[src/rtl/tone_pkg.sv]
// Shared types and constants for the tone divisor sequencer: FSM states,
// the 50 MHz C4..C5 divisor table and a helper to derive divisors from Hz.
package tone_pkg;

    typedef enum logic [1:0] {
        ST_IDLE = 2'd0,
        ST_PLAY = 2'd1,
        ST_GAP  = 2'd2
    } tone_state_e;

    localparam int          NOTE_COUNT = 8;
    localparam logic [31:0] SILENT_DIV = 32'hFFFF_FFFF;

    // Divisors for C4 D4 E4 F4 G4 A4 B4 C5 at a 50 MHz system clock.
    localparam logic [31:0] DIV_TABLE [NOTE_COUNT] = '{
        32'd95556, 32'd85131, 32'd75843, 32'd71586,
        32'd63776, 32'd56818, 32'd50619, 32'd47778
    };

    // div = clk_hz / (2 * tone_hz); never returns zero.
    function automatic logic [31:0] hz_to_div(input logic [31:0] clk_hz,
                                              input logic [31:0] tone_hz);
        logic [32:0] twice;
        logic [31:0] q;
        twice = {tone_hz, 1'b0};
        if (tone_hz == '0) begin
            return SILENT_DIV;
        end
        q = 32'({1'b0, clk_hz} / twice);
        return (q == '0) ? 32'd1 : q;
    endfunction

endpackage

[src/rtl/tone_divisor_sequencer_dwell_timer.sv]
// Free-running 32-bit cycle counter with a synchronous clear; done is high
// while the count equals the terminal value (last cycle of the window).
module dwell_timer (
    input  logic        inclk,
    input  logic        Reset,
    input  logic        clear,
    input  logic [31:0] terminal,
    output logic        done
);

    logic [31:0] cnt_q;
    logic [31:0] cnt_d;

    always_comb begin
        cnt_d = clear ? 32'd0 : cnt_q + 32'd1;
    end

    always_ff @(posedge inclk) begin
        if (Reset) begin
            cnt_q <= 32'd0;
        end else begin
            cnt_q <= cnt_d;
        end
    end

    // The owner clears the counter on the cycle done fires, so done is a pulse.
    assign done = (cnt_q == terminal);

endmodule

[src/rtl/tone_divisor_sequencer.sv]
// Steps a divider through an 8-note table, holding each note for a dwell
// window with an optional silent gap; all outputs are registered.
module tone_divisor_sequencer
    import tone_pkg::*;
#(
    parameter int unsigned CLK_HZ       = 50_000_000,
    parameter int unsigned DWELL_CYCLES = 25_000_000,
    parameter int unsigned GAP_CYCLES   = 2_500_000
) (
    input  logic        inclk,
    input  logic        Reset,
    input  logic        start,
    input  logic        stop,
    input  logic        dir_down,
    input  logic        loop_en,
    output logic [31:0] div_clk_count,
    output logic [2:0]  note_idx,
    output logic        note_strobe,
    output logic        busy
);

    localparam logic [31:0] PLAY_TERM = 32'(DWELL_CYCLES - 1);
    localparam logic [31:0] GAP_TERM  = (GAP_CYCLES != 0) ? 32'(GAP_CYCLES - 1) : 32'd0;
    localparam bit          HAS_GAP   = (GAP_CYCLES != 0);
    // Floor at the top of the audible band so no table entry can reach zero.
    localparam logic [31:0] MIN_DIV   = hz_to_div(32'(CLK_HZ), 32'd20_000);

    function automatic logic [31:0] note_div(input logic [2:0] idx);
        return (DIV_TABLE[idx] < MIN_DIV) ? MIN_DIV : DIV_TABLE[idx];
    endfunction

    tone_state_e state_q, state_d;
    logic [2:0]  note_q, note_d;
    logic        dir_q, dir_d;
    logic [31:0] div_q, div_d;
    logic        strobe_q, strobe_d;
    logic        busy_q, busy_d;

    logic        timer_clear;
    logic [31:0] timer_term;
    logic        timer_done;
    logic        advance;
    logic        last_note;
    logic        seq_end;
    logic [2:0]  step_note;

    dwell_timer u_dwell_timer (
        .inclk    (inclk),
        .Reset    (Reset),
        .clear    (timer_clear),
        .terminal (timer_term),
        .done     (timer_done)
    );

    always_comb begin
        state_d   = state_q;
        note_d    = note_q;
        dir_d     = dir_q;
        strobe_d  = 1'b0;
        advance   = 1'b0;
        last_note = dir_q ? (note_q == 3'd0) : (note_q == 3'd7);
        seq_end   = last_note && !loop_en;
        step_note = dir_q ? (note_q - 3'd1) : (note_q + 3'd1);

        unique case (state_q)
            ST_IDLE: begin
                if (start && !stop) begin
                    state_d  = ST_PLAY;
                    note_d   = dir_down ? 3'd7 : 3'd0;
                    dir_d    = dir_down;
                    strobe_d = 1'b1;
                end
            end
            ST_PLAY: begin
                if (stop) begin
                    state_d = ST_IDLE;
                end else if (timer_done) begin
                    // No trailing gap once the sequence is about to finish.
                    if (HAS_GAP && !seq_end) begin
                        state_d = ST_GAP;
                    end else begin
                        advance = 1'b1;
                    end
                end
            end
            ST_GAP: begin
                if (stop) begin
                    state_d = ST_IDLE;
                end else if (timer_done) begin
                    advance = 1'b1;
                end
            end
            default: begin
                state_d = ST_IDLE;
            end
        endcase

        if (advance) begin
            if (seq_end) begin
                state_d = ST_IDLE;
            end else begin
                state_d  = ST_PLAY;
                note_d   = step_note;
                strobe_d = 1'b1;
            end
        end

        div_d  = (state_d == ST_PLAY) ? note_div(note_d) : SILENT_DIV;
        busy_d = (state_d != ST_IDLE);
    end

    // Every exit from PLAY/GAP is via done or stop, so this clears on each state entry.
    assign timer_clear = (state_q == ST_IDLE) || timer_done || stop;
    assign timer_term  = (state_q == ST_GAP) ? GAP_TERM : PLAY_TERM;

    always_ff @(posedge inclk) begin
        if (Reset) begin
            state_q  <= ST_IDLE;
            note_q   <= 3'd0;
            dir_q    <= 1'b0;
            div_q    <= SILENT_DIV;
            strobe_q <= 1'b0;
            busy_q   <= 1'b0;
        end else begin
            state_q  <= state_d;
            note_q   <= note_d;
            dir_q    <= dir_d;
            div_q    <= div_d;
            strobe_q <= strobe_d;
            busy_q   <= busy_d;
        end
    end

    assign div_clk_count = div_q;
    assign note_idx      = note_q;
    assign note_strobe   = strobe_q;
    assign busy          = busy_q;

endmodule

[config.mk]
export PLATFORM = sky130hd
export DESIGN_NAME = tone_divisor_sequencer
export DESIGN_NICKNAME = d
export VERILOG_FILES = /design/src/rtl/tone_pkg.sv /design/src/rtl/tone_divisor_sequencer_dwell_timer.sv /design/src/rtl/tone_divisor_sequencer.sv
export SDC_FILE = /design/constraint.sdc
export NUM_CORES = 1
export LEC_CHECK = 0
export BUFFER_PORTS_ARGS = -buffer_cell sky130_fd_sc_hd__buf_2
export CORE_UTILIZATION = 51
export CTS_CLUSTER_DIAMETER = 50
export DETAILED_ROUTE_END_ITERATION = 6
export HOLD_SLACK_MARGIN = 0.06
export MAX_ROUTING_LAYER = met4
export PLACE_DENSITY = 0.75
export SLEW_MARGIN = 5
export SYNTH_ARGS = -nofsm -noshare
export SYNTH_HDL_FRONTEND = slang
export SYNTH_SLANG_ARGS = --single-unit
[constraint.sdc]
create_clock -name inclk -period 2.98 [get_ports inclk]
set_clock_uncertainty 0.15 [all_clocks]
set_input_delay 0.149 -clock inclk [delete_from_list [all_inputs] [get_ports inclk]]
set_output_delay 0.149 -clock inclk [all_outputs]
set_load 0.03 [all_outputs]
==> metrics, run 1 <==
setup violators final 0; grt total ovfl 0; Hold Worst Slack a little under 0.1 ns; critical path's top delay family simple AND/OR/NAND/NOR gates; dpl cell area approximately 3100 sq um; Detail Placement HPWL 3890 um; HP Class in2reg; DIE AREA 5990 sq um; LEAKAGE 1.28 nW; WS Path Type reg2reg; Num CTS Buffers 9; port buffer count 42; Worst Hold Depth 4; Core Box Area 5510 sq um; crit path time final about 2.7 ns; final RePlAce weighted congestion 0.855; Ports 43; R2R Setup Slk approximately 0.24 ns; CTS tree done; Netlist cell types 54; Max Cap Viol 0; Slew HR 60.7%; crit path DAT between 2 and 3 ns; Netlist Area Pre-Place 2900 sq um; CTS Sinks a little under 60; Nets 387; reg2reg end div_clk_count[12]$_SDFF_PP1_; vias in the first global route ~2.0k; drt pass-1 iters 6; Critical Path RT between 3 and 4 ns; R2R Path Start state_q[1]$_SDFF_PP0_; share of cells above drive strength 1 26.7%; antenna-violating nets left 0; Die X 77.4 um; status finished with violations; Hold Startpoint dir_down; critical path depth 10; clock buffer depth 2; worst slew pin tran 0.583 ns; synth cell count leaders 58 x dfxtp_1, 52 x nor2_1, 23 x nand2_1, 21 x nand3_1, 17 x xnor2_1; hold endpoint div_clk_count[1]$_SDFF_PP1_; syn_area_per_cell 8.89 sq um; first-pass GRT wire length 8980 um; critical-path cell list inv_1, ha_1, and2b_2, nand2_1, or4b_4, nor2_2, o22ai_2, nor3b_4, buf_12, o211ai_1; drt wl/cell 12.5 um; Syn Inst Count 326; CP max stage cell or4b_4; Initial Util 52.6%; critical path endpoint category flop; initial detailed-routing violation count 72; total negative setup slack 0 ns; slowest stage delay, CP 0.57 ns; most common cell in the netlist dfxtp_1; clock root cell clkbuf_8; failing checks design-rule violations; post-synthesis sequential area ratio between 40% and 50%; Synth Flop Type dfxtp_1; Site Rows 27; via/cell ratio 5.14; Post-synth EDFFs 0; Synth area leader dfxtp_1; Mapped Nets 343; Worst Reg-to-Reg Cells 10; Final Cell Area about 3400 sq um; startpoint types flop; YS warnings 0; htree depth 3; Residual DRC 2; final worst-path cycle share 91.9%; Tot GR Track Use roughly a fifth; largest cells by area after synthesis dfxtp_1 40%, nor2_1 6.7%, xnor2_1 5.1%; largest net degree at the start of global routing 27; Die Ht 77.4 um; number of hold violations in the final report 0; Slew Viols, Final 0; maximum clock rate between 300 and 400 MHz; buffers and inverters on the worst path 2; clock latency on the worst-skew pair 0.34 ns; Clk pin slew, worst setup/hold paths 0.07 ns; Via Count 2,298; Cell Pwr Density 488 nW/um^2; FFs w/ async S/R, synth 0%; Diodes inserted 0; Yosys top cell area share 40.1%; WL final 5580 um; Synth Register Bits 58; RSZ-0062 raised after global routing no; maximum fanout along the worst path 18; maximum VDD drop 0.404 mV; initial antenna violation count 0; P&R area growth vs syn 16.6%
tightest hold or removal path, cell delays in order:
cell     delay, ns
buf_2         0.10
a31oi_2       0.09
buf_4         0.16
nand3_1       0.06
metal layers:
layer  global-route usage (%)  wire (um)  up-vias  part of all wire (%)
li1                         -          -     1178                     -
met3                     6.82        237       18                   4.2
met4                     10.6        127        0                   2.3
met1                     23.1       2560     1039                    46
met5                        -          0        -                     0
met2                     31.5       2660       63                    48
what timing repair did:
action | CTS | global route
hold endpoints to repair | 8 | 0
pin swaps | 0 | 1
gates resized for setup | 1 | 9
hold buffers | 2 | 0
setup endpoints to repair | 1 | 18
setup buffers | 0 | 1
registers in the layout (all words and copies together) (netlist names):
name,cells
busy,1
dir_q,1
div_clk_count,18
note_idx,3
note_strobe,1
state_q,2
u_dwell_timer.cnt_q,32
per-stage QoR:
step                worst slack (ns)  power [W]  utilization (%)  cells
floorplan                     0.0191   0.000984                -    326
global placement               0.103    0.00101             56.8    428
detailed placement            0.0229    0.00102             56.8    428
CTS                           0.0163    0.00167             60.5    446
global route                  0.0109    0.00172             61.4    447
finish                         0.241    0.00165             61.4    447
how the worst max path moves through the flow:
stage                               start                           end  slack, ns
floorplan           state_q[0]$_SDFF_PP0_   div_clk_count[8]$_SDFF_PP1_       0.02
global placement    state_q[0]$_SDFF_PP0_   div_clk_count[8]$_SDFF_PP1_       0.10
detailed placement  state_q[0]$_SDFF_PP0_   div_clk_count[8]$_SDFF_PP1_       0.02
CTS                 state_q[0]$_SDFF_PP0_  div_clk_count[13]$_SDFF_PP1_       0.02
global route        state_q[0]$_SDFF_PP0_   div_clk_count[8]$_SDFF_PP1_       0.01
finish              state_q[1]$_SDFF_PP0_  div_clk_count[12]$_SDFF_PP1_       0.24
power by group:
group | switching, W | internal [W] | total, W
registers | 0.00000898 | 0.000795 | 0.000804
clock network | 0.000322 | 0.000323 | 0.000645
logic | 0.000138 | 0.0000631 | 0.000201
layout by cell type, fill, tap and decap left out, drive strengths merged, types with 5 or more instances in the layout:
master and count:
buf 53, a21oi 5, and3 8, mux2i 6, nand4 7, nand2 31
dfxtp 58, nor2 53, nand3 22, o21ai 7, clkbuf 10, inv 16
xor2 15, xnor2 17, ha 10
area by class of cell:
type	count	area (sq um)
Fill cell	460	2130
Multi-Input combinational cell	231	1570
Sequential cell	58	1160
Timing Repair Buffer	55	325
Clock buffer	10	138
Tap cell	72	90.1
Inverter	15	56.3
Clock inverter	6	41.3
cell families after synthesis:
| logic type | synth area share [%] |
|---|---|
| AND/OR/NAND/NOR | 28.4 |
| flip-flops | 40.1 |
| buffers and inverters | 7.69 |
| XOR/XNOR | 9.67 |
| AO/OA/AOI/OAI | 6.99 |
| adder cells (fa/ha/maj) | 5.01 |
| multiplexers | 2.20 |
(Power assumes the default switching activity.)
==> run 2, diff against run 1 <==
--- a/config.mk
+++ b/config.mk
@@ -6,12 +6,12 @@
 export NUM_CORES = 1
 export LEC_CHECK = 0
 export BUFFER_PORTS_ARGS = -buffer_cell sky130_fd_sc_hd__buf_2
-export CORE_UTILIZATION = 51
+export CORE_UTILIZATION = 35
+export CTS_BUF_LIST = sky130_fd_sc_hd__clkbuf_8 sky130_fd_sc_hd__clkbuf_16
 export CTS_CLUSTER_DIAMETER = 50
 export DETAILED_ROUTE_END_ITERATION = 6
 export HOLD_SLACK_MARGIN = 0.06
 export MAX_ROUTING_LAYER = met4
-export PLACE_DENSITY = 0.75
 export SLEW_MARGIN = 5
 export SYNTH_ARGS = -nofsm -noshare
 export SYNTH_HDL_FRONTEND = slang
==> run 2 against run 1 <==
The flow now finishes without violations. Largest power group is now the clock network. Largest cell class unchanged. Highest routed layer unchanged. Clock power rose by 29%. Global-route usage fell by 5.3 points. First-iteration DRC count fell by 9.7%. Critical path type unchanged.
==> metrics, run 2 (same netlist as run 1, synthesis figures left out) <==
commonest non-fill, non-tap cell in the layout dfxtp_1; crit path time final 2.74 ns; largest net degree at the start of global routing 27; R2R Path Start state_q[0]$_SDFF_PP0_; Switching Fraction between 20% and 30%; Top reg by flops u_dwell_timer.cnt_q; first-pass GRT wire length 9820 um; DP Cell Count 461; clock share of power 45.3%; Clk pin slew, worst setup/hold paths ~0.070 ns; Die Ht 93.0 um; initial antenna violation count 0; max reg flops 32; Tot GR Track Use roughly 15%; drt pass-1 iters 4; Diodes inserted 0; CTS tree done; Detail Placement HPWL 4210 um; critical path endpoint category flop; antenna-violating nets left 0; grt total ovfl 0; number of hold violations in the final report 0; htree depth 3; maximum fanout along the worst path 18; clock root cell clkbuf_8; Die X between 90 and 100 um; vias in the first global route 2,134; Sequential Power Share 43.6%; final core utilization 44.4%; reg2reg end div_clk_count[12]$_SDFF_PP1_; Critical Path RT 3.05 ns; Nets 390; Residual DRC 0; Final Total Pwr 0.00184 W; Logic pwr share 11.1%; commonest non-fill, non-tap cells in the layout 58 x dfxtp_1, 52 x nor2_1, 42 x buf_2; clock latency on the worst-skew pair about 0.34 ns; Cell Pwr Density 528 nW/um^2; Slew Viols, Final 0; CP Launch Point state_q[0]$_SDFF_PP0_; Initial Util about 37%; via/cell ratio 4.83; worst slew pin tran 0.574 ns; maximum clock rate 365 MHz; Core Box Area 7850 sq um; P&R area growth vs syn 20.3%; Cell Int Power 0.00137 W; final worst-path cycle share 91.8%; WL final 5760 um; status finished clean; HP Class in2reg; FILL cells 792; Max Cap Viol 0; final std cells w/o fill 480; Hold Worst Slack 0.0702 ns; final RePlAce weighted congestion approximately 0.84; Via Count around 2.3k; crit path DAT 2.80 ns; clock buffer depth 2; total negative setup slack 0 ns; R2R Setup Slk 0.24 ns; maximum VDD drop 0.207 mV; LEAKAGE around 1.3 nW; initial detailed-routing violation count between 60 and 70; Sw Pwr about 0.00047 W; setup violators final 0; drt wl/cell 12.0 um; share of cells above drive strength 1 26.7%; WS Path Type reg2reg; DIE AREA 8650 sq um; Num CTS Buffers 9; Site Rows 32; port buffer count 42; CTS Sinks 58; Ports 43; startpoint types flop; Slew HR 61.4%; end of the critical path div_clk_count[12]$_SDFF_PP1_; Worst Reg-to-Reg Cells 11
==> run 2: cell types whose count changed in the layout (fill, tap and decap cells not counted), sizes merged <==
cell and change:
buf +3, bufinv +2, clkbuf +1, clkinvlp -3
==> run 2: layout make-up <==
| cell class | count | area [sq um] | area share (%) |
|---|---|---|---|
| Clock buffer | 11 | 151 | 4.34 |
| Sequential cell | 58 | 1160 | 33.3 |
| Multi-Input combinational cell | 231 | 1550 | 44.5 |
| Inverter | 15 | 56.3 | 1.62 |
| Timing Repair Buffer | 58 | 360 | 10.3 |
| Clock inverter | 5 | 77.6 | 2.23 |
| Tap cell | 102 | 128 | 3.66 |
==> run 2: stage by stage <==
stage	area [sq um]	setup slack [ns]
after floorplan	2900	0.0191
after global placement	3200	0.0719
after detailed placement	3200	0.0121
after CTS	3450	0.0409
after global routing	3490	-0.0140
final	3490	0.243
==> run 2: how the worst min path moves through the flow <==
stage / start / to / slack (ns) / depth (start not counted)
after CTS: stop / u_dwell_timer.cnt_q[17]$_SDFF_PP0_ / 0.06 / 3
after floorplan: dir_down / dir_q$_SDFFE_PP0P_ / 0.18 / 2
final: stop / u_dwell_timer.cnt_q[17]$_SDFF_PP0_ / 0.07 / 3
after detailed placement: u_dwell_timer.cnt_q[0]$_SDFF_PP0_ / u_dwell_timer.cnt_q[0]$_SDFF_PP0_ / 0.32 / 1
after global placement: u_dwell_timer.cnt_q[0]$_SDFF_PP0_ / u_dwell_timer.cnt_q[0]$_SDFF_PP0_ / 0.30 / 1
after global routing: stop / u_dwell_timer.cnt_q[17]$_SDFF_PP0_ / 0.11 / 3
==> run 2: worst max-delay path: stages (launching register included) <==
cell	delay (ns)
dfxtp_1	0.33
inv_1	0.08
buf_4	0.15
ha_1	0.26
and2b_2	0.15
nand2_1	0.07
or4b_4	0.57
nor2_2	0.18
o22ai_2	0.15
nor3b_4	0.24
buf_12	0.18
o211ai_1	0.09
==> run 2: metal layers <==
layer | wire length, um | global-route usage [%] | part of all wire (%) | vias to the layer above
met1 | 2780 | 18.4 | 48 | 1065
met3 | 282 | 3.50 | 4.9 | 13
met2 | 2570 | 23.1 | 45 | 52
li1 | - | - | - | 1188
met5 | 0 | - | 0 | -
met4 | 128 | 7.69 | 2.2 | 0
==> run 2: repair_timing <==
action,4_1_cts,5_1_grt
hold buffers,2,0
setup endpoints to repair,1,16
pin swaps,0,2
resized for setup,1,5
buffers inserted,0,1
hold endpoints to repair,8,0
==> run 2: power by group through the flow <==
stage / Combinational (W) / Clock (W) / Sequential [W]
2_1_floorplan: 0.000125 / 0 / 0.000859
3_3_place_gp: 0.000202 / 0 / 0.000821
3_5_place_dp: 0.000202 / 0 / 0.000822
4_1_cts: 0.000205 / 0.000851 / 0.000804
5_1_grt: 0.000222 / 0.000877 / 0.000806
6_report: 0.000204 / 0.000833 / 0.000803
